<file path="config.mk">
export PLATFORM = sky130hd
export DESIGN_NAME = ap_engine_p
export DESIGN_NICKNAME = d
export VERILOG_FILES = /design/src/rtl/ap_engine_p.sv
export SDC_FILE = /design/constraint.sdc
export NUM_CORES = 2
export LEC_CHECK = 0
export BUFFER_PORTS_ARGS = -buffer_cell sky130_fd_sc_hd__buf_2
export CAP_MARGIN = 25
export CORE_ASPECT_RATIO = 1.75
export CORE_MARGIN = 8
export CORE_UTILIZATION = 25
export CTS_CLUSTER_DIAMETER = 80
export DETAILED_ROUTE_END_ITERATION = 8
export PLACE_DENSITY = 0.42
export SKIP_LAST_GASP = 1
export SYNTH_ARGS = -nofsm -noshare
export SYNTH_HDL_FRONTEND = slang
export SYNTH_SLANG_ARGS = --single-unit
</file>
<file path="constraint.sdc">
create_clock -name CLK100MHZ -period 6 [get_ports CLK100MHZ]
set_input_delay 0 -clock CLK100MHZ [delete_from_list [all_inputs] [get_ports CLK100MHZ]]
set_output_delay 0 -clock CLK100MHZ [all_outputs]
set_load 0.01 [all_outputs]
</file>
<file path="src/rtl/ap_engine_p.sv">
// ap_engine_p - bit-serial associative processor.
//
// Three CAM-style columns A, B (WORD_SIZE bits) and C (WORD_SIZE+1 bits,
// C[WORD_SIZE] = carry/borrow) across CELL_QUANT rows. Every bit-step runs a
// series of passes. Each pass covers one input combination (x, y, cin) and
// takes two cycles: COMPARE tags the matching rows, then WRITE stores the
// truth-table output into those rows.
//
// Ports:
//   CLK100MHZ     clock, rising edge
//   rst           synchronous active-high reset
//   addr_in       host row address
//   data_in       host write data (A/B use [WORD_SIZE-1:0])
//   sel_col       0=A 1=B 2=C 3=row-enable
//   write_en      host write strobe (ignored while busy)
//   read_en       host read strobe (ignored while busy); data_out next cycle
//   data_out      registered read data, holds between reads
//   cmd           0 OR, 1 XOR, 2 AND, 3 NOT(A), 4 ADD, 5 SUB, 6 MUL, 7 no-op
//   start         one-cycle launch pulse, accepted in IDLE only
//   busy          operation in progress
//   ap_state_irq  sticky completion flag, cleared by the next accepted start
//
// Optional feature: define AP_ROW_ENABLE_EN to add a per-row enable register
// (sel_col = 3). Disabled rows never tag.
module ap_engine_p #(
    parameter int unsigned WORD_SIZE  = 8,
    parameter int unsigned CELL_QUANT = 64,
    parameter int unsigned MULT_BITS  = 4,
    localparam int unsigned AW = $clog2(CELL_QUANT)
) (
    input  logic                 CLK100MHZ,
    input  logic                 rst,
    input  logic [AW-1:0]        addr_in,
    input  logic [WORD_SIZE:0]   data_in,
    input  logic [1:0]           sel_col,
    input  logic                 write_en,
    input  logic                 read_en,
    output logic [WORD_SIZE:0]   data_out,
    input  logic [2:0]           cmd,
    input  logic                 start,
    output logic                 busy,
    output logic                 ap_state_irq
);

    localparam int unsigned IW = $clog2(WORD_SIZE + 1);

    localparam logic [2:0] S_IDLE    = 3'd0;
    localparam logic [2:0] S_INIT    = 3'd1;
    localparam logic [2:0] S_COMPARE = 3'd2;
    localparam logic [2:0] S_WRITE   = 3'd3;
    localparam logic [2:0] S_DONE    = 3'd4;

    localparam logic [2:0] CMD_OR  = 3'd0;
    localparam logic [2:0] CMD_XOR = 3'd1;
    localparam logic [2:0] CMD_AND = 3'd2;
    localparam logic [2:0] CMD_NOT = 3'd3;
    localparam logic [2:0] CMD_SUB = 3'd5;
    localparam logic [2:0] CMD_MUL = 3'd6;
    localparam logic [2:0] CMD_NOP = 3'd7;

    localparam logic [IW-1:0] K_LAST = IW'(WORD_SIZE - 1);
    localparam logic [IW-1:0] I_LAST = IW'(MULT_BITS);
    localparam logic [IW-1:0] J_LAST = IW'(MULT_BITS - 1);

    logic [2:0]           r_state;
    logic [2:0]           r_cmd;
    logic [2:0]           r_pass;
    logic [IW-1:0]        r_bi;      // bit index k (or multiplicand index i)
    logic [IW-1:0]        r_bj;      // multiplier index j, 0 for non-MUL
    logic                 r_busy;
    logic                 r_irq;
    logic [WORD_SIZE:0]   r_dout;
    logic [WORD_SIZE-1:0] r_a [CELL_QUANT];
    logic [WORD_SIZE-1:0] r_b [CELL_QUANT];
    logic [WORD_SIZE:0]   r_c [CELL_QUANT];
    logic [CELL_QUANT-1:0] r_tag;
    logic [CELL_QUANT-1:0] r_visited;
    logic [CELL_QUANT-1:0] w_row_en;

`ifdef AP_ROW_ENABLE_EN
    logic [CELL_QUANT-1:0] r_row_en;
    assign w_row_en = r_row_en;
`else
    assign w_row_en = '1;
`endif

    logic                 w_logic;
    logic                 w_mul;
    logic [IW-1:0]        w_t;
    logic                 w_px, w_py, w_pc;
    logic                 w_res, w_carry;
    logic                 w_last_pass, w_last_step, w_new_j;
    logic [CELL_QUANT-1:0] w_match;
    logic [WORD_SIZE-1:0] w_sa, w_sb, w_sbj;
    logic [WORD_SIZE:0]   w_sc;
    logic                 w_x, w_y;

    assign data_out     = r_dout;
    assign busy         = r_busy;
    assign ap_state_irq = r_irq;

    assign w_logic = ~r_cmd[2];
    assign w_mul   = (r_cmd == CMD_MUL);
    assign w_t     = r_bi + r_bj;

    // Pass combination and the truth-table outputs written for it.
    // Logic ops enumerate only (x, y); arithmetic ops enumerate (x, y, cin).
    always_comb begin
        w_px    = w_logic ? r_pass[1] : r_pass[2];
        w_py    = w_logic ? r_pass[0] : r_pass[1];
        w_pc    = r_pass[0];
        w_res   = w_px ^ w_py ^ w_pc;
        w_carry = (w_px & w_py) | (w_pc & (w_px ^ w_py));
        case (r_cmd)
            CMD_OR:  w_res = w_px | w_py;
            CMD_XOR: w_res = w_px ^ w_py;
            CMD_AND: w_res = w_px & w_py;
            CMD_NOT: w_res = ~w_px;
            CMD_SUB: w_carry = (~w_px & w_py) | (~(w_px ^ w_py) & w_pc);
            default: ;
        endcase
        w_last_pass = w_logic ? (r_pass == 3'd3) : (r_pass == 3'd7);
        w_last_step = w_mul ? ((r_bi == I_LAST) && (r_bj == J_LAST))
                            : (r_bi == K_LAST);
        w_new_j     = w_mul && (r_bi == I_LAST);
    end

    // Per-row compare against the current combination. For MUL, x is the
    // partial-product bit A[i]&B[j] (0 on the extra carry-flush step i=MULT_BITS)
    // and y is the running accumulator bit C[i+j].
    always_comb begin
        w_match = '0;
        w_sa    = '0;
        w_sb    = '0;
        w_sbj   = '0;
        w_sc    = '0;
        w_x     = 1'b0;
        w_y     = 1'b0;
        for (int unsigned r = 0; r < CELL_QUANT; r++) begin
            w_sa  = r_a[r] >> r_bi;
            w_sb  = r_b[r] >> r_bi;
            w_sbj = r_b[r] >> r_bj;
            w_sc  = r_c[r] >> w_t;
            w_x   = w_mul ? ((r_bi < I_LAST) & w_sa[0] & w_sbj[0]) : w_sa[0];
            w_y   = w_mul ? w_sc[0] : w_sb[0];
            w_match[r] = (w_x == w_px) && (w_y == w_py)
                      && (w_logic || (r_c[r][WORD_SIZE] == w_pc))
                      && !r_visited[r] && w_row_en[r];
        end
    end

    always_ff @(posedge CLK100MHZ) begin
        if (rst) begin
            r_state   <= S_IDLE;
            r_cmd     <= '0;
            r_pass    <= '0;
            r_bi      <= '0;
            r_bj      <= '0;
            r_busy    <= 1'b0;
            r_irq     <= 1'b0;
            r_dout    <= '0;
            r_tag     <= '0;
            r_visited <= '0;
`ifdef AP_ROW_ENABLE_EN
            r_row_en  <= '1;
`endif
            for (int unsigned r = 0; r < CELL_QUANT; r++) begin
                r_a[r] <= '0;
                r_b[r] <= '0;
                r_c[r] <= '0;
            end
        end else begin
            // Host port; the read samples pre-edge contents, so a same-cycle
            // write to the same location returns the old value.
            if (!r_busy) begin
                if (write_en) begin
                    case (sel_col)
                        2'd0: r_a[addr_in] <= data_in[WORD_SIZE-1:0];
                        2'd1: r_b[addr_in] <= data_in[WORD_SIZE-1:0];
                        2'd2: r_c[addr_in] <= data_in;
                        default: begin
`ifdef AP_ROW_ENABLE_EN
                            r_row_en[addr_in] <= data_in[0];
`endif
                        end
                    endcase
                end
                if (read_en) begin
                    case (sel_col)
                        2'd0: r_dout <= {1'b0, r_a[addr_in]};
                        2'd1: r_dout <= {1'b0, r_b[addr_in]};
                        2'd2: r_dout <= r_c[addr_in];
                        default: begin
`ifdef AP_ROW_ENABLE_EN
                            r_dout <= {{WORD_SIZE{1'b0}}, r_row_en[addr_in]};
`else
                            r_dout <= '0;
`endif
                        end
                    endcase
                end
            end

            case (r_state)
                S_IDLE: begin
                    if (start) begin
                        r_cmd   <= cmd;
                        r_busy  <= 1'b1;
                        r_irq   <= 1'b0;
                        r_state <= S_INIT;
                    end
                end
                S_INIT: begin
                    for (int unsigned r = 0; r < CELL_QUANT; r++) begin
                        r_c[r] <= '0;
                    end
                    r_pass    <= '0;
                    r_bi      <= '0;
                    r_bj      <= '0;
                    r_visited <= '0;
                    if (r_cmd == CMD_NOP) begin
                        r_busy  <= 1'b0;
                        r_irq   <= 1'b1;
                        r_state <= S_DONE;
                    end else begin
                        r_state <= S_COMPARE;
                    end
                end
                S_COMPARE: begin
                    r_tag   <= w_match;
                    r_state <= S_WRITE;
                end
                S_WRITE: begin
                    for (int unsigned r = 0; r < CELL_QUANT; r++) begin
                        if (r_tag[r]) begin
                            r_c[r][w_t] <= w_res;
                            if (!w_logic) begin
                                r_c[r][WORD_SIZE] <= w_carry;
                            end
                        end
                        // New multiplier bit: restart the carry chain. Placed
                        // after the tagged write so it takes precedence.
                        if (w_last_pass && w_new_j && !w_last_step) begin
                            r_c[r][WORD_SIZE] <= 1'b0;
                        end
                    end
                    if (w_last_pass) begin
                        r_pass    <= '0;
                        r_visited <= '0;
                        if (w_last_step) begin
                            r_busy  <= 1'b0;
                            r_irq   <= 1'b1;
                            r_state <= S_DONE;
                        end else begin
                            if (w_new_j) begin
                                r_bi <= '0;
                                r_bj <= r_bj + IW'(1);
                            end else begin
                                r_bi <= r_bi + IW'(1);
                            end
                            r_state <= S_COMPARE;
                        end
                    end else begin
                        r_pass    <= r_pass + 3'd1;
                        r_visited <= r_visited | r_tag;
                        r_state   <= S_COMPARE;
                    end
                end
                S_DONE: begin
                    r_state <= S_IDLE;
                end
                default: begin
                    r_state <= S_IDLE;
                end
            endcase
        end
    end

endmodule

</file>
==> impl_metrics.xml <==
<?xml version="1.0" encoding="UTF-8"?>
<metrics>
  <group name="status">
    <metric name="status" unit="">complete, no violations</metric>
  </group>
  <group name="clocking">
    <metric name="insertion_delay" unit="ns">0.93</metric>
    <metric name="tritoncts.num_buffers" unit="">179</metric>
    <metric name="post_cts_hold_buffer_count" unit="">16</metric>
    <metric name="cts-htree-levels" unit="">4</metric>
    <metric name="buffer_depth_of_the_longest_clock_path" unit="">4</metric>
    <metric name="cts_tree" unit="">yes</metric>
    <metric name="post_cts.resized_instances" unit="">0</metric>
    <metric name="cts_root_buf" unit="">clkbuf_16</metric>
    <metric name="post_cts.repair.setup_buffers" unit="">0</metric>
    <metric name="clk_transition_reported_paths" unit="ns">0.07</metric>
    <metric name="number_of_clock_sinks" unit="">1756</metric>
  </group>
  <group name="floorplan">
    <metric name="placementRows" unit="">323</metric>
    <metric name="dieWidth" unit="um">518.5</metric>
    <metric name="io-pin-count" unit="">36</metric>
    <metric name="placeableCoreArea" unit="um^2">440900</metric>
    <metric name="die_h" unit="um">895.3</metric>
    <metric name="initial_utilization" unit="%">25.05</metric>
    <metric name="die_area" unit="um^2">464200</metric>
  </group>
  <group name="final_layout">
    <metric name="final_core_util" unit="%">28.06</metric>
    <metric name="drive_gt1_share" unit="%">24.24</metric>
    <metric name="flow.area_growth_from_synthesis" unit="%">12.02</metric>
    <metric name="num-nets-final" unit="">8225</metric>
  </group>
  <group name="yosys">
    <metric name="yosys_register_bits" unit="">1756</metric>
    <metric name="yosysWarningCount" unit="">0</metric>
    <metric name="synth_sequential_area_ratio" unit="%">46.32</metric>
    <metric name="netlist_instances" unit="">8821</metric>
    <metric name="synth-main-ff-cell" unit="">edfxtp_1</metric>
    <metric name="synth_cell_type_count" unit="">92</metric>
    <metric name="yosys.area.top_type_share" unit="%">43.50</metric>
    <metric name="netlist_area" unit="um^2">110500</metric>
    <metric name="synth_most_common_cell" unit="">edfxtp_1</metric>
    <metric name="synth.largest_area_cell" unit="">edfxtp_1</metric>
    <metric name="synth.net_count" unit="">8858</metric>
    <metric name="yosys-top-cells-count" unit="">edfxtp_1, clkbuf_1, and3_1</metric>
    <metric name="postSynth.asyncResetShare" unit="%">0</metric>
    <metric name="synth_edf_count" unit="">1600</metric>
    <metric name="postSynthAreaPerCell" unit="um^2">12.52</metric>
    <metric name="synthTopCellsByArea" unit="">edfxtp_1, mux4_2, and3_1</metric>
  </group>
  <group name="power_and_ir_drop">
    <metric name="peakVddDrop" unit="mV">0.2036</metric>
    <metric name="power.density" unit="nW/um^2">248.0</metric>
    <metric name="power.leakage" unit="nW">42.14</metric>
  </group>
  <group name="setup_path">
    <metric name="critPathSlowestCell" unit="">nor3b_1</metric>
    <metric name="timing.critical_path.cells" unit="">buf_4 -&gt; ha_1 -&gt; nor3b_1 -&gt; nand3b_1 -&gt; nor2_1 -&gt; a21oi_1 -&gt; o32ai_1 -&gt; a211oi_1 -&gt; nand4_1 -&gt; mux2_2</metric>
    <metric name="worst_ep_required_time" unit="ns">6.69</metric>
    <metric name="reg2regPathDepth" unit="">10</metric>
    <metric name="critPathBufInv" unit="">1</metric>
    <metric name="crit_path_from" unit="">r_bj[0]$_SDFFE_PP0P_</metric>
    <metric name="critical-path-top-delay-family" unit="">simple AND/OR/NAND/NOR gates</metric>
    <metric name="timing.critical_path.from_type" unit="">flip-flop</metric>
    <metric name="worst_ep_arrival_time" unit="ns">5.83</metric>
    <metric name="critical_path.reg2reg.startpoint" unit="">r_bj[0]$_SDFFE_PP0P_</metric>
    <metric name="cp_max_fo" unit="">28</metric>
    <metric name="cpPeakStageDelay" unit="ns">0.80</metric>
    <metric name="path_class" unit="">reg2reg</metric>
    <metric name="worstSetupEndpointType" unit="">flip-flop</metric>
    <metric name="worstSetupPathDepth" unit="">10</metric>
  </group>
  <group name="timing">
    <metric name="worst_slew_pin_slew" unit="ns">1.420</metric>
    <metric name="rsz0062_at_grt" unit="">no</metric>
    <metric name="worst_hold_slack" unit="ns">0.09264</metric>
    <metric name="setup_total_negative_slack" unit="ns">0</metric>
    <metric name="fmax" unit="GHz">0.1943</metric>
    <metric name="slew_violations" unit="">0</metric>
    <metric name="endpoints_failing_hold" unit="">0</metric>
    <metric name="finClkSkew" unit="ns">0.08202</metric>
    <metric name="setup_viol" unit="">0</metric>
    <metric name="post-route-min-period" unit="ns">5.146</metric>
    <metric name="max-slew-margin-rel" unit="%">5.304</metric>
    <metric name="post-route-period-util" unit="%">85.76</metric>
  </group>
  <group name="route">
    <metric name="route.vias.total" unit="">90001</metric>
    <metric name="routed_wire_length_per_instance" unit="um">41.23</metric>
    <metric name="detail_route.first_pass.iterations" unit="">8</metric>
    <metric name="drt_drc_violations_left" unit="">0</metric>
    <metric name="dr.first_iter.drc_count" unit="">12282</metric>
    <metric name="wirelength" unit="mm">585.4</metric>
    <metric name="vias_per_cell" unit="">6.340</metric>
    <metric name="antenna_violating_nets_post_route" unit="">0</metric>
  </group>
  <group name="grt">
    <metric name="grt_antenna_before_repair" unit="">58</metric>
    <metric name="grt.total_usage" unit="%">24.07</metric>
    <metric name="grt_first_pass_wirelength" unit="mm">789.3</metric>
    <metric name="via_count_of_the_first_global_routing_pass" unit="">87486</metric>
    <metric name="largest_net_degree_at_the_start_of_global_routing" unit="">189</metric>
    <metric name="grt_remaining_overflow" unit="">0</metric>
  </group>
  <group name="flow_run">
    <metric name="drv_cap" unit="">0</metric>
  </group>
  <group name="place">
    <metric name="detailedPlacementHpwl" unit="mm">417.4</metric>
    <metric name="finalWeightedCongestion" unit="">1.015</metric>
    <metric name="portBuffers" unit="">35</metric>
  </group>
  <group name="hold_path">
    <metric name="holdPathStages" unit="">6</metric>
    <metric name="min-delay-path-class" unit="">in2reg</metric>
    <metric name="holdCritStartpoint" unit="">addr_in[2]</metric>
  </group>
</metrics>
## final cells by class
class / count / area, um^2
fill: 44618 / 317200
multi-input combinational: 5688 / 54620
sequential: 1756 / 51200
tap: 5850 / 7320
timing repair buffer: 541 / 4811
clock buffer: 214 / 4641
clock inverter: 93 / 964.7
inverter: 22 / 92.59
antenna: 32 / 80.08
## routing by layer
metal / vias up / wire length [um] / track usage, % / part of all wire, %
met3: 1681 / 41380 / 3.582 / 7.1
met1: 47282 / 190400 / 25.39 / 33
li1: 35109 / - / - / -
met2: 5911 / 288900 / 41.97 / 49
met5: - / 110 / 0 / 0.019
met4: 18 / 64570 / 20.82 / 11
## worst reg2reg max path: stages (launching register included)
cell      delay, ns
dfxtp_4        0.36
buf_4          0.51
ha_1           0.28
nor3b_1        0.80
nand3b_1       0.26
nor2_1         0.17
a21oi_1        0.81
o32ai_1        0.16
a211oi_1       0.66
nand4_1        0.51
mux2_2         0.43
## cells by family after synthesis
group	after synthesis	synth area share [%]
and+or+nand+nor	2161	10.51
muxes	1153	21.84
xor gates and xnor gates	203	1.610
DFF	1756	46.32
AOI/OAI and AO/OA	2159	14.70
adders and majority gates	12	0.1563
buffers and inverters	1377	4.854
## stage by stage
stage / total power [mW] / instance area (um^2) / std cells / setup slack, ns
after global routing: 31.24 / 123700 / 14166 / 0.7064
after floorplan: 16.96 / 110500 / 8821 / 1.732
final: 30.69 / 123700 / 14196 / 0.8544
after detailed placement: 19.09 / 117800 / 13836 / 1.065
after CTS: 30.77 / 123600 / 14159 / 1.042
after global placement: 19.04 / 117600 / 13825 / 0.7434
## path summary, 6_finish.rpt
kind / end / slack [ns]
setup reg to reg: r_c[19][8]$_DFFE_PP_ / 0.85
hold / removal: data_out[4]$_SDFFE_PP0P_ / 0.09
setup / recovery: r_c[19][8]$_DFFE_PP_ / 0.85
hold reg to reg: r_visited[36]$_SDFFE_PP0N_ / 0.47
## cells in the final DEF, fill, tap and decap left out, drive strengths merged, types with 69 or more instances in the layout
| cell | netlist | final |
|---|---|---|
| nor2 | 441 | 441 |
| a21o | 134 | 134 |
| o22ai | 291 | 291 |
| nand2 | 326 | 326 |
| xnor2 | 134 | 134 |
| clkbuf | 1098 | 217 |
| a22o | 94 | 94 |
| and3 | 1036 | 1036 |
| a21oi | 196 | 196 |
| mux4 | 1000 | 1000 |
| edfxtp | 1600 | 1600 |
| buf | 257 | 522 |
| nand3 | 92 | 92 |
| dfxtp | 156 | 156 |
| mux2i | 93 | 93 |
| xor2 | 69 | 69 |
| o21ai | 210 | 210 |
| a22oi | 87 | 87 |
| o32ai | 135 | 135 |
| o31ai | 90 | 90 |
| o221ai | 521 | 521 |
## registers in the layout, indices dropped and copies added, names as in the netlist
| name | count |
|---|---|
| r_bi | 4 |
| data_out | 9 |
| r_tag | 64 |
| r_pass | 3 |
| r_cmd | 3 |
| r_state | 3 |
| r_visited | 64 |
| r_bj | 4 |
| r_b | 512 |
| busy | 1 |
| ap_state_irq | 1 |
| r_c | 576 |
| r_a | 512 |
## report_power, final
| group | leakage [nW] | total, mW | switching [mW] | internal [mW] |
|---|---|---|---|---|
| clock network | 2.72 | 11.8 | 5.47 | 6.29 |
| registers | 17.9 | 14.5 | 0.566 | 13.9 |
| logic | 21.5 | 4.47 | 2.86 | 1.61 |
| total | 42.1 | 30.7 | 8.90 | 21.8 |
(Power assumes the default switching activity.)
